### src/rtl/trap_ctrl.sv
`default_nettype none
// ============================================================================
//  Module   : trap_ctrl
//  Purpose  : Machine-mode trap / MRET controller. Accepts committed results,
//             records exceptions into mepc/mcause/mtval/mstatus, handles MRET,
//             then sequences a one-cycle pipeline flush followed by a PC
//             redirect (to mtvec for a trap, to mepc for MRET). Also provides
//             a simple CSR read/write port for the machine trap CSRs.
//  Ports    : clk, rst                    - clock, synchronous active-high reset
//             commit_valid/ready/pc/ex_valid/ex/tval/ret_valid - commit input
//             flush                       - kill younger in-flight instructions
//             redirect_valid/ready/target - fetch redirect handshake
//             csr_we/addr/wdata/rdata     - CSR port (rdata combinational)
//  Options  : define TRAP_CTRL_MTVAL_EN to implement mtval storage; when
//             undefined mtval reads 0, ignores writes and commit_tval is unused.
//  Revision : 1.0 - initial release
// ============================================================================
module trap_ctrl #(
  parameter int XLEN = 32,
  parameter int EX_W = 4
) (
  input  logic            clk,
  input  logic            rst,
  input  logic            commit_valid,
  output logic            commit_ready,
  input  logic [XLEN-1:0] commit_pc,
  input  logic            commit_ex_valid,
  input  logic [EX_W-1:0] commit_ex,
  input  logic [XLEN-1:0] commit_tval,
  input  logic            commit_ret_valid,
  output logic            flush,
  output logic            redirect_valid,
  input  logic            redirect_ready,
  output logic [XLEN-1:0] redirect_target,
  input  logic            csr_we,
  input  logic [11:0]     csr_addr,
  input  logic [XLEN-1:0] csr_wdata,
  output logic [XLEN-1:0] csr_rdata
);

  localparam logic [11:0] ADDR_MSTATUS = 12'h300;
  localparam logic [11:0] ADDR_MTVEC   = 12'h305;
  localparam logic [11:0] ADDR_MEPC    = 12'h341;
  localparam logic [11:0] ADDR_MCAUSE  = 12'h342;
  localparam logic [11:0] ADDR_MTVAL   = 12'h343;

  localparam logic [1:0] S_IDLE     = 2'd0;
  localparam logic [1:0] S_FLUSH    = 2'd1;
  localparam logic [1:0] S_REDIRECT = 2'd2;

  // mtvec (direct mode) and mepc are word aligned: low two bits always zero
  localparam logic [XLEN-1:0] ALIGN_MASK = {{(XLEN-2){1'b1}}, 2'b00};

  logic [1:0]      state;
  logic [1:0]      state_next;
  logic [XLEN-1:0] mtvec;
  logic [XLEN-1:0] mepc;
  logic [XLEN-1:0] mtval;
  logic [EX_W-1:0] mcause;
  logic            mie;
  logic            mpie;
  logic [XLEN-1:0] target;

  logic accept;
  logic take_trap;
  logic take_mret;
  logic we_mstatus;
  logic we_mtvec;
  logic we_mepc;
  logic we_mcause;

  assign accept    = commit_valid && (state == S_IDLE);
  // A simultaneous ex_valid/ret_valid is a trap; the MRET is dropped.
  assign take_trap = accept && commit_ex_valid;
  assign take_mret = accept && commit_ret_valid && !commit_ex_valid;

  assign we_mstatus = csr_we && (csr_addr == ADDR_MSTATUS);
  assign we_mtvec   = csr_we && (csr_addr == ADDR_MTVEC);
  assign we_mepc    = csr_we && (csr_addr == ADDR_MEPC);
  assign we_mcause  = csr_we && (csr_addr == ADDR_MCAUSE);

  // ---------------- FSM: state register ----------------
  always_ff @(posedge clk) begin
    if (rst) begin
      state <= S_IDLE;
    end else begin
      state <= state_next;
    end
  end

  // ---------------- FSM: next state ----------------
  always_comb begin
    state_next = state;
    case (state)
      S_IDLE:     if (take_trap || take_mret) state_next = S_FLUSH;
      S_FLUSH:    state_next = S_REDIRECT;
      S_REDIRECT: if (redirect_ready) state_next = S_IDLE;
      default:    state_next = S_IDLE;
    endcase
  end

  // ---------------- FSM: outputs ----------------
  always_comb begin
    commit_ready   = (state == S_IDLE);
    flush          = (state == S_FLUSH);
    redirect_valid = (state == S_REDIRECT);
  end

  assign redirect_target = target;

  // ---------------- CSRs and redirect target ----------------
  // Trap/MRET updates take priority over a same-cycle CSR write on the
  // fields they touch; the write still lands everywhere else.
  always_ff @(posedge clk) begin
    if (rst) begin
      mtvec  <= '0;
      mepc   <= '0;
      mcause <= '0;
      mie    <= 1'b0;
      mpie   <= 1'b0;
      target <= '0;
    end else begin
      if (we_mtvec) mtvec <= csr_wdata & ALIGN_MASK;

      if (take_trap) begin
        mepc   <= commit_pc & ALIGN_MASK;
        mcause <= commit_ex;
      end else begin
        if (we_mepc)   mepc   <= csr_wdata & ALIGN_MASK;
        if (we_mcause) mcause <= csr_wdata[EX_W-1:0];
      end

      if (take_trap) begin
        mpie <= mie;
        mie  <= 1'b0;
      end else if (take_mret) begin
        mie  <= mpie;
        mpie <= 1'b1;
      end else if (we_mstatus) begin
        mie  <= csr_wdata[3];
        mpie <= csr_wdata[7];
      end

      // Target is taken from the pre-edge mtvec/mepc, so a same-cycle CSR
      // write to either cannot leak into this redirect.
      if (take_trap)      target <= mtvec;
      else if (take_mret) target <= mepc;
    end
  end

`ifdef TRAP_CTRL_MTVAL_EN
  logic we_mtval;
  assign we_mtval = csr_we && (csr_addr == ADDR_MTVAL);

  always_ff @(posedge clk) begin
    if (rst) begin
      mtval <= '0;
    end else if (take_trap) begin
      mtval <= commit_tval;
    end else if (we_mtval) begin
      mtval <= csr_wdata;
    end
  end
`else
  logic unused_tval;
  assign mtval       = '0;
  assign unused_tval = ^commit_tval;
`endif

  // ---------------- CSR read mux ----------------
  always_comb begin
    csr_rdata = '0;
    case (csr_addr)
      ADDR_MSTATUS: begin
        csr_rdata[12:11] = 2'b11;
        csr_rdata[7]     = mpie;
        csr_rdata[3]     = mie;
      end
      ADDR_MTVEC:  csr_rdata = mtvec;
      ADDR_MEPC:   csr_rdata = mepc;
      ADDR_MCAUSE: csr_rdata[EX_W-1:0] = mcause;
      ADDR_MTVAL:  csr_rdata = mtval;
      default:     csr_rdata = '0;
    endcase
  end

endmodule
`default_nettype wire

### config.mk
export PLATFORM = sky130hd
export DESIGN_NAME = trap_ctrl
export DESIGN_NICKNAME = d
export VERILOG_FILES = /design/src/rtl/trap_ctrl.sv
export SDC_FILE = /design/constraint.sdc
export NUM_CORES = 1
export LEC_CHECK = 0
export ABC_AREA = 1
export BUFFER_PORTS_ARGS = -buffer_cell sky130_fd_sc_hd__buf_2
export CAP_MARGIN = 25
export CORE_AREA = 2 2 134 136
export CTS_BUF_LIST = sky130_fd_sc_hd__clkbuf_2
export DETAILED_ROUTE_END_ITERATION = 8
export DIE_AREA = 0 0 136 138
export SYNTH_ARGS = -nofsm -noshare
export SYNTH_HDL_FRONTEND = slang
export SYNTH_SLANG_ARGS = --single-unit
### constraint.sdc
create_clock -name clk -period 1.6 [get_ports clk]
set_input_delay 0.16 -clock clk [delete_from_list [all_inputs] [get_ports clk]]
set_output_delay 0.16 -clock clk [all_outputs]
set_load 0.05 [all_outputs]
# --- Word-level counts from Yosys, hierarchy flattened ---
# Cells that the tools add are included.
classes:
  reduce_logical: 18
  n_eq_ne: 8
  mux: 21
op_table:
  columns: ["op", "n"]
  rows:
  - ["two-way mux 32 bit", 4]
  - ["equality test 12 x 10 -> 1 bit (second input constant)", 4]
  - ["case mux 19 bit (2 select lines)", 1]
  - ["case mux 2 bit (3 select lines)", 2]
  - ["case mux 3 bit (2 select lines)", 2]
  - ["case mux 3 bit (3 select lines)", 1]
  - ["logical AND 1 bit", 8]
  - ["two-way mux 4 bit", 2]
  - ["nonzero test 2 bit", 4]
  - ["two-way mux 1 bit", 5]
  - ["two-way mux 2 bit", 2]
  - ["inequality test 2 x 1 -> 1 bit (second input constant)", 2]
  - ["case mux 1 bit (4 select lines)", 1]
  - ["case mux 1 bit (3 select lines)", 1]
  - ["nonzero test 3 bit", 1]
  - ["equality test 2 x 1 -> 1 bit (second input constant)", 1]
  - ["equality test 2 bit (second input constant)", 1]
  - ["zero test 2 bit", 1]
  - ["AND reduction 2 bit", 1]
  - ["OR reduction 2 bit", 1]
  - ["zero test 1 bit", 1]
  - ["logical OR 1 bit", 1]
totals:
  word_cells: 54
  in_bits: 119
  ff_bits: 100
  out_inout_bits: 67

# --- Depth between registers and ports, before layout ---
depth:
  word_depth: 7
  ltp_mapped: 11
  depth_no_buf: 10

# --- Worst setup path after synthesis ---
# OpenSTA, ideal clock, no wires.
synth_path:
  path_kind: "input -> output"
  start: "input csr_addr[11]"
  end: "output csr_rdata[10]"
  path_stages: 6
  t_arrival_ns: 1.651
  required_time_ns: 1.440
  setup_slack_ns: -0.211
  path_buffers: 1
  path_cell_list: "nor2_1 nand2_2 nor2_4 nand2_1 buf_2 o22ai_1"
synth_between:
  elab_chain_len: 2
synth_rtl:
  columns: ["item", "line_no", "rtl"]
  rows:
  - ["start: declaration", "36", "input logic [11:0] csr_addr,"]
  - ["equality test 12 x 10 -> 1 bit", "173", "case (csr_addr)"]
  - ["case mux 3 bit (2 select lines) (*)", "173", null]
  - ["end: declaration", "38", "output logic [XLEN-1:0] csr_rdata"]
# Every way passes the cells marked *; elsewhere a longest branch is shown, timed or not.

# --- Final worst setup path ---
layout_path:
  start: "register mepc[12]"
  end: "output csr_rdata[12]"
layout_between:
  elab_chain_len: 1
layout_rtl:
  columns: ["item", "line_no", "rtl"]
  rows:
  - ["start: declaration", "57", "logic [XLEN-1:0] mepc;"]
  - ["start signal: assignment", "126", "mepc <= commit_pc & ALIGN_MASK;"]
  - ["start signal: assignment", "129", "if (we_mepc) mepc <= csr_wdata & ALIGN_MASK;"]
  - ["case mux 2 bit (3 select lines)", "173", null]
# Every way passes these cells.

==> key figures <==
Status
  • Status: complete, but fails checks
  • Failing checks: negative setup slack

Final layout
  • Area Growth Syn to Fin: 72.7%
  • Layout Nets: 1192
  • Fillers: 1712
  • Fin cells: 1309
  • Fin util: 50.4%
  • Layout cells sized above 1: 40.9%

Global route
  • GRT Total Usage: 17.3%
  • Initial antenna violation count: 1
  • Grt ovf: 0
  • Pin count of the biggest net entering global routing: 85
  • Vias in the first global route: 5459
  • First-pass GRT wire length: 25.9 mm

Worst setup path
  • Crit Path Class: flip-flop to primary output
  • Critical path fanouts, max: 2
  • Slowest cell on crit path: dfxtp_2
  • Setup crit end kind: primary output
  • Data required time at the worst endpoint: 1.44 ns
  • CP cell instances: inv_2, o211ai_1, buf_4
  • Critical Path AT: 1.56 ns
  • Origin of the worst setup path: mepc[12]
  • FF-to-FF Start: state[0]
  • Largest delay contributor family on the critical path: flip-flops
  • Max stage delay on crit path: 0.39 ns
  • Buf/Inv on CP: 2
  • Startpoint type of the worst setup path: flip-flop

Route
  • Drt pass-1 iters: 4
  • Initial DRC count: 361
  • Wire length per cell: 15.1 µm
  • Vias post-DR: 6085
  • Number of remaining DRC errors: 0
  • ANT nets after route: 0
  • Final wirelength: 19.8 mm
  • Via density: 4.65

Yosys
  • Post-synthesis cell area: 5110 µm²
  • Main synth FF type: dfxtp_1
  • Cell variety after synth: 28
  • #FFs+latches synth: 98
  • Gate Count Post-Synth: 798
  • Ys Warns: 0
  • Sequential-to-total area share from yosys stat: 38.4%
  • EDFF count, synth: 0
  • Avg Cell Area, Syn: 6.41 µm²
  • FFs w/ async S/R, synth: 0%

Placed design
  • Worst Setup Slack post-DPL: 0.0262 ns
  • Routability cong.: 0.742
  • I/O Buffers: 149
  • Inst Count DP: 1147
  • Post-DP HPWL: 10.2 mm

Power and ir drop
  • Switch share: 34.8%
  • Peak VDD IR: 0.394 mV
  • Comb pwr share: 29.8%
  • Lkg Pwr: 4.34 nW
  • Power per cell area: 641 nW/µm²
  • NetSw: 1.97 mW
  • Clock network fraction of design power: 23.6%
  • Power, Total: 5.66 mW
  • Internal Pwr Total: 3.69 mW
  • Share of power burned in registers: 46.6%

CTS
  • Cts bufs inserted: 9
  • CTS Sinks: 98
  • H-tree depth: 3
  • TritonCTS clock tree: yes
  • Clock tree buffer depth: 2
  • Clk root buf: clkbuf_2
  • Clock Latency Late Sink: 0.65 ns
  • Reg clk slew, reported paths: 0.30 ns

Die
  • Vert. Die Dim: 138 µm
  • Placement Rows: 49
  • Core Box Area: 17500 µm²
  • Chip Width: 136 µm
  • Number of I/O pins: 186
  • Initial core utilization: 29.2%
  • Die area: 18800 µm²

STA
  • Clock period minus worst slack: 1.72 ns
  • Final setup violation count: 35
  • Fin crit share: 108%
  • Setup Skew: 0.0424 ns
  • Slew Limit Fails: 0
  • Final-report hold violation count: 0
  • Hold Slack: 0.120 ns
  • RSZ-0062 raised after global routing: true
  • Final Worst Setup Slack: -0.120 ns
  • Max Fclk: 581 MHz

Min path
  • Min-delay src: csr_addr[4]
  • Worst hold-check path type: input port to flip-flop

Job
  • Max Cap Viol: 0
-- synthesized netlist by cell type (2+ instances only) --
| library cell | n | area share, % |
|---|---|---|
| nand2_1 | 177 | 13 |
| inv_1 | 110 | 8.1 |
| nor2_1 | 107 | 7.9 |
| dfxtp_1 | 98 | 38 |
| a21oi_1 | 65 | 6.4 |
| o21ai_1 | 50 | 4.9 |
| nand3_1 | 44 | 4.3 |
| o21ai_0 | 44 | 4.3 |
| o22ai_1 | 25 | 3.1 |
| buf_2 | 21 | 2.1 |
| clkbuf_1 | 20 | 1.5 |
| buf_6 | 10 | 2.2 |
| o211ai_1 | 5 | 0.73 |
| nand4_1 | 4 | 0.49 |
| nor2_4 | 3 | 0.66 |
| buf_4 | 2 | 0.29 |
| nand2_4 | 2 | 0.44 |
-- final timing paths --
check / endpoint / slack (ns) / cells past startpoint
worst max-delay path: csr_rdata[12] / -0.12 / 3
worst min-delay path: mie / 0.12 / 9
worst max register to register: mepc[21] / -0.06 / 10
worst min register to register: redirect_target[20] / 0.48 / 2
-- placed cells by master, fill, tap and decap left out, types with 6 or more instances in the layout --
cell type,n
a21oi_1,56
buf_4,42
buf_8,6
o21ai_2,34
nand2_4,6
o21ai_0,6
buf_2,114
o22ai_2,21
nor2_1,103
dlygate4sd3_1,83
dfxtp_2,40
buf_12,16
buf_6,39
clkbuf_2,9
a21oi_2,9
nand2_1,172
nand3_2,15
nand3_1,28
inv_2,40
dfxtp_1,56
clkbuf_16,14
o21ai_1,49
inv_1,71
-- metrics by stage --
step	TNS, ns	instance area [µm²]
final	-1.07	8830
after global routing	-6.33	8830
after CTS	-1.42	7660
after detailed placement	0	6190
after global placement	0	6190
after floorplan	-2.95	5120
-- power groups by stage --
stage          clock network, mW  registers [mW]  logic, mW
6_report                    1.34            2.64       1.68
5_1_grt                     1.45            2.65       1.81
4_1_cts                     1.36            2.64       1.24
3_5_place_dp                   0            2.68       1.07
3_3_place_gp                   0            2.67       1.06
2_1_floorplan                  0            2.88      0.552
-- area by class of cell --
type	count	area, µm²	area share (%)
timing repair buffer	317	3000	34.0
multi-input combinational	535	2980	33.7
sequential	98	2020	22.9
inverter	112	422	4.77
tap	229	287	3.24
clock inverter	7	77.6	0.878
clock buffer	9	45.0	0.510
antenna	2	5.00	0.0567
-- worst reg2reg max path: stages (launching register included) --
cell and delay [ns]:
dfxtp_4 0.44, nor2_4 0.14, buf_12 0.13, buf_6 0.10
nand3_4 0.16, clkbuf_16 0.24, buf_8 0.14, nand2_2 0.05
o21ai_1 0.06, a21oi_1 0.11, nor2_1 0.05
-- registers in the layout, indices dropped and copies added, names as in the netlist --
| signal | cells |
|---|---|
| redirect_target | 30 |
| mpie | 1 |
| mepc | 30 |
| mie | 1 |
| state | 2 |
| mcause | 4 |
| mtvec | 30 |
-- layer usage --
layer	up-vias	GRT usage (%)	share of wire [%]
met5	-	0	0
met4	0	6.30	1.3
met3	19	2.46	4.3
met2	179	30.4	50
met1	2793	21.2	44
li1	3094	-	-
-- cell families (layout without fill, tap and decap cells) --
family	after synthesis	count (layout)	synth area share (%)
other	1	4	0.0733
flip-flops	98	98	38.4
AO/OA/AOI/OAI	190	190	19.5
AND/OR/NAND/NOR	342	343	27.6
buffers and inverters	167	445	14.4
-- repair_timing --
action | CTS | global route
gates cloned | 0 | 26
setup endpoints to repair | 35 | 85
pin swaps | 33 | 39
resized for setup | 150 | 177
buffers inserted | 19 | 16
hold buffers | 83 | 0
endpoints found under the hold margin | 68 | 0
Power figures use the tool's default switching activity.
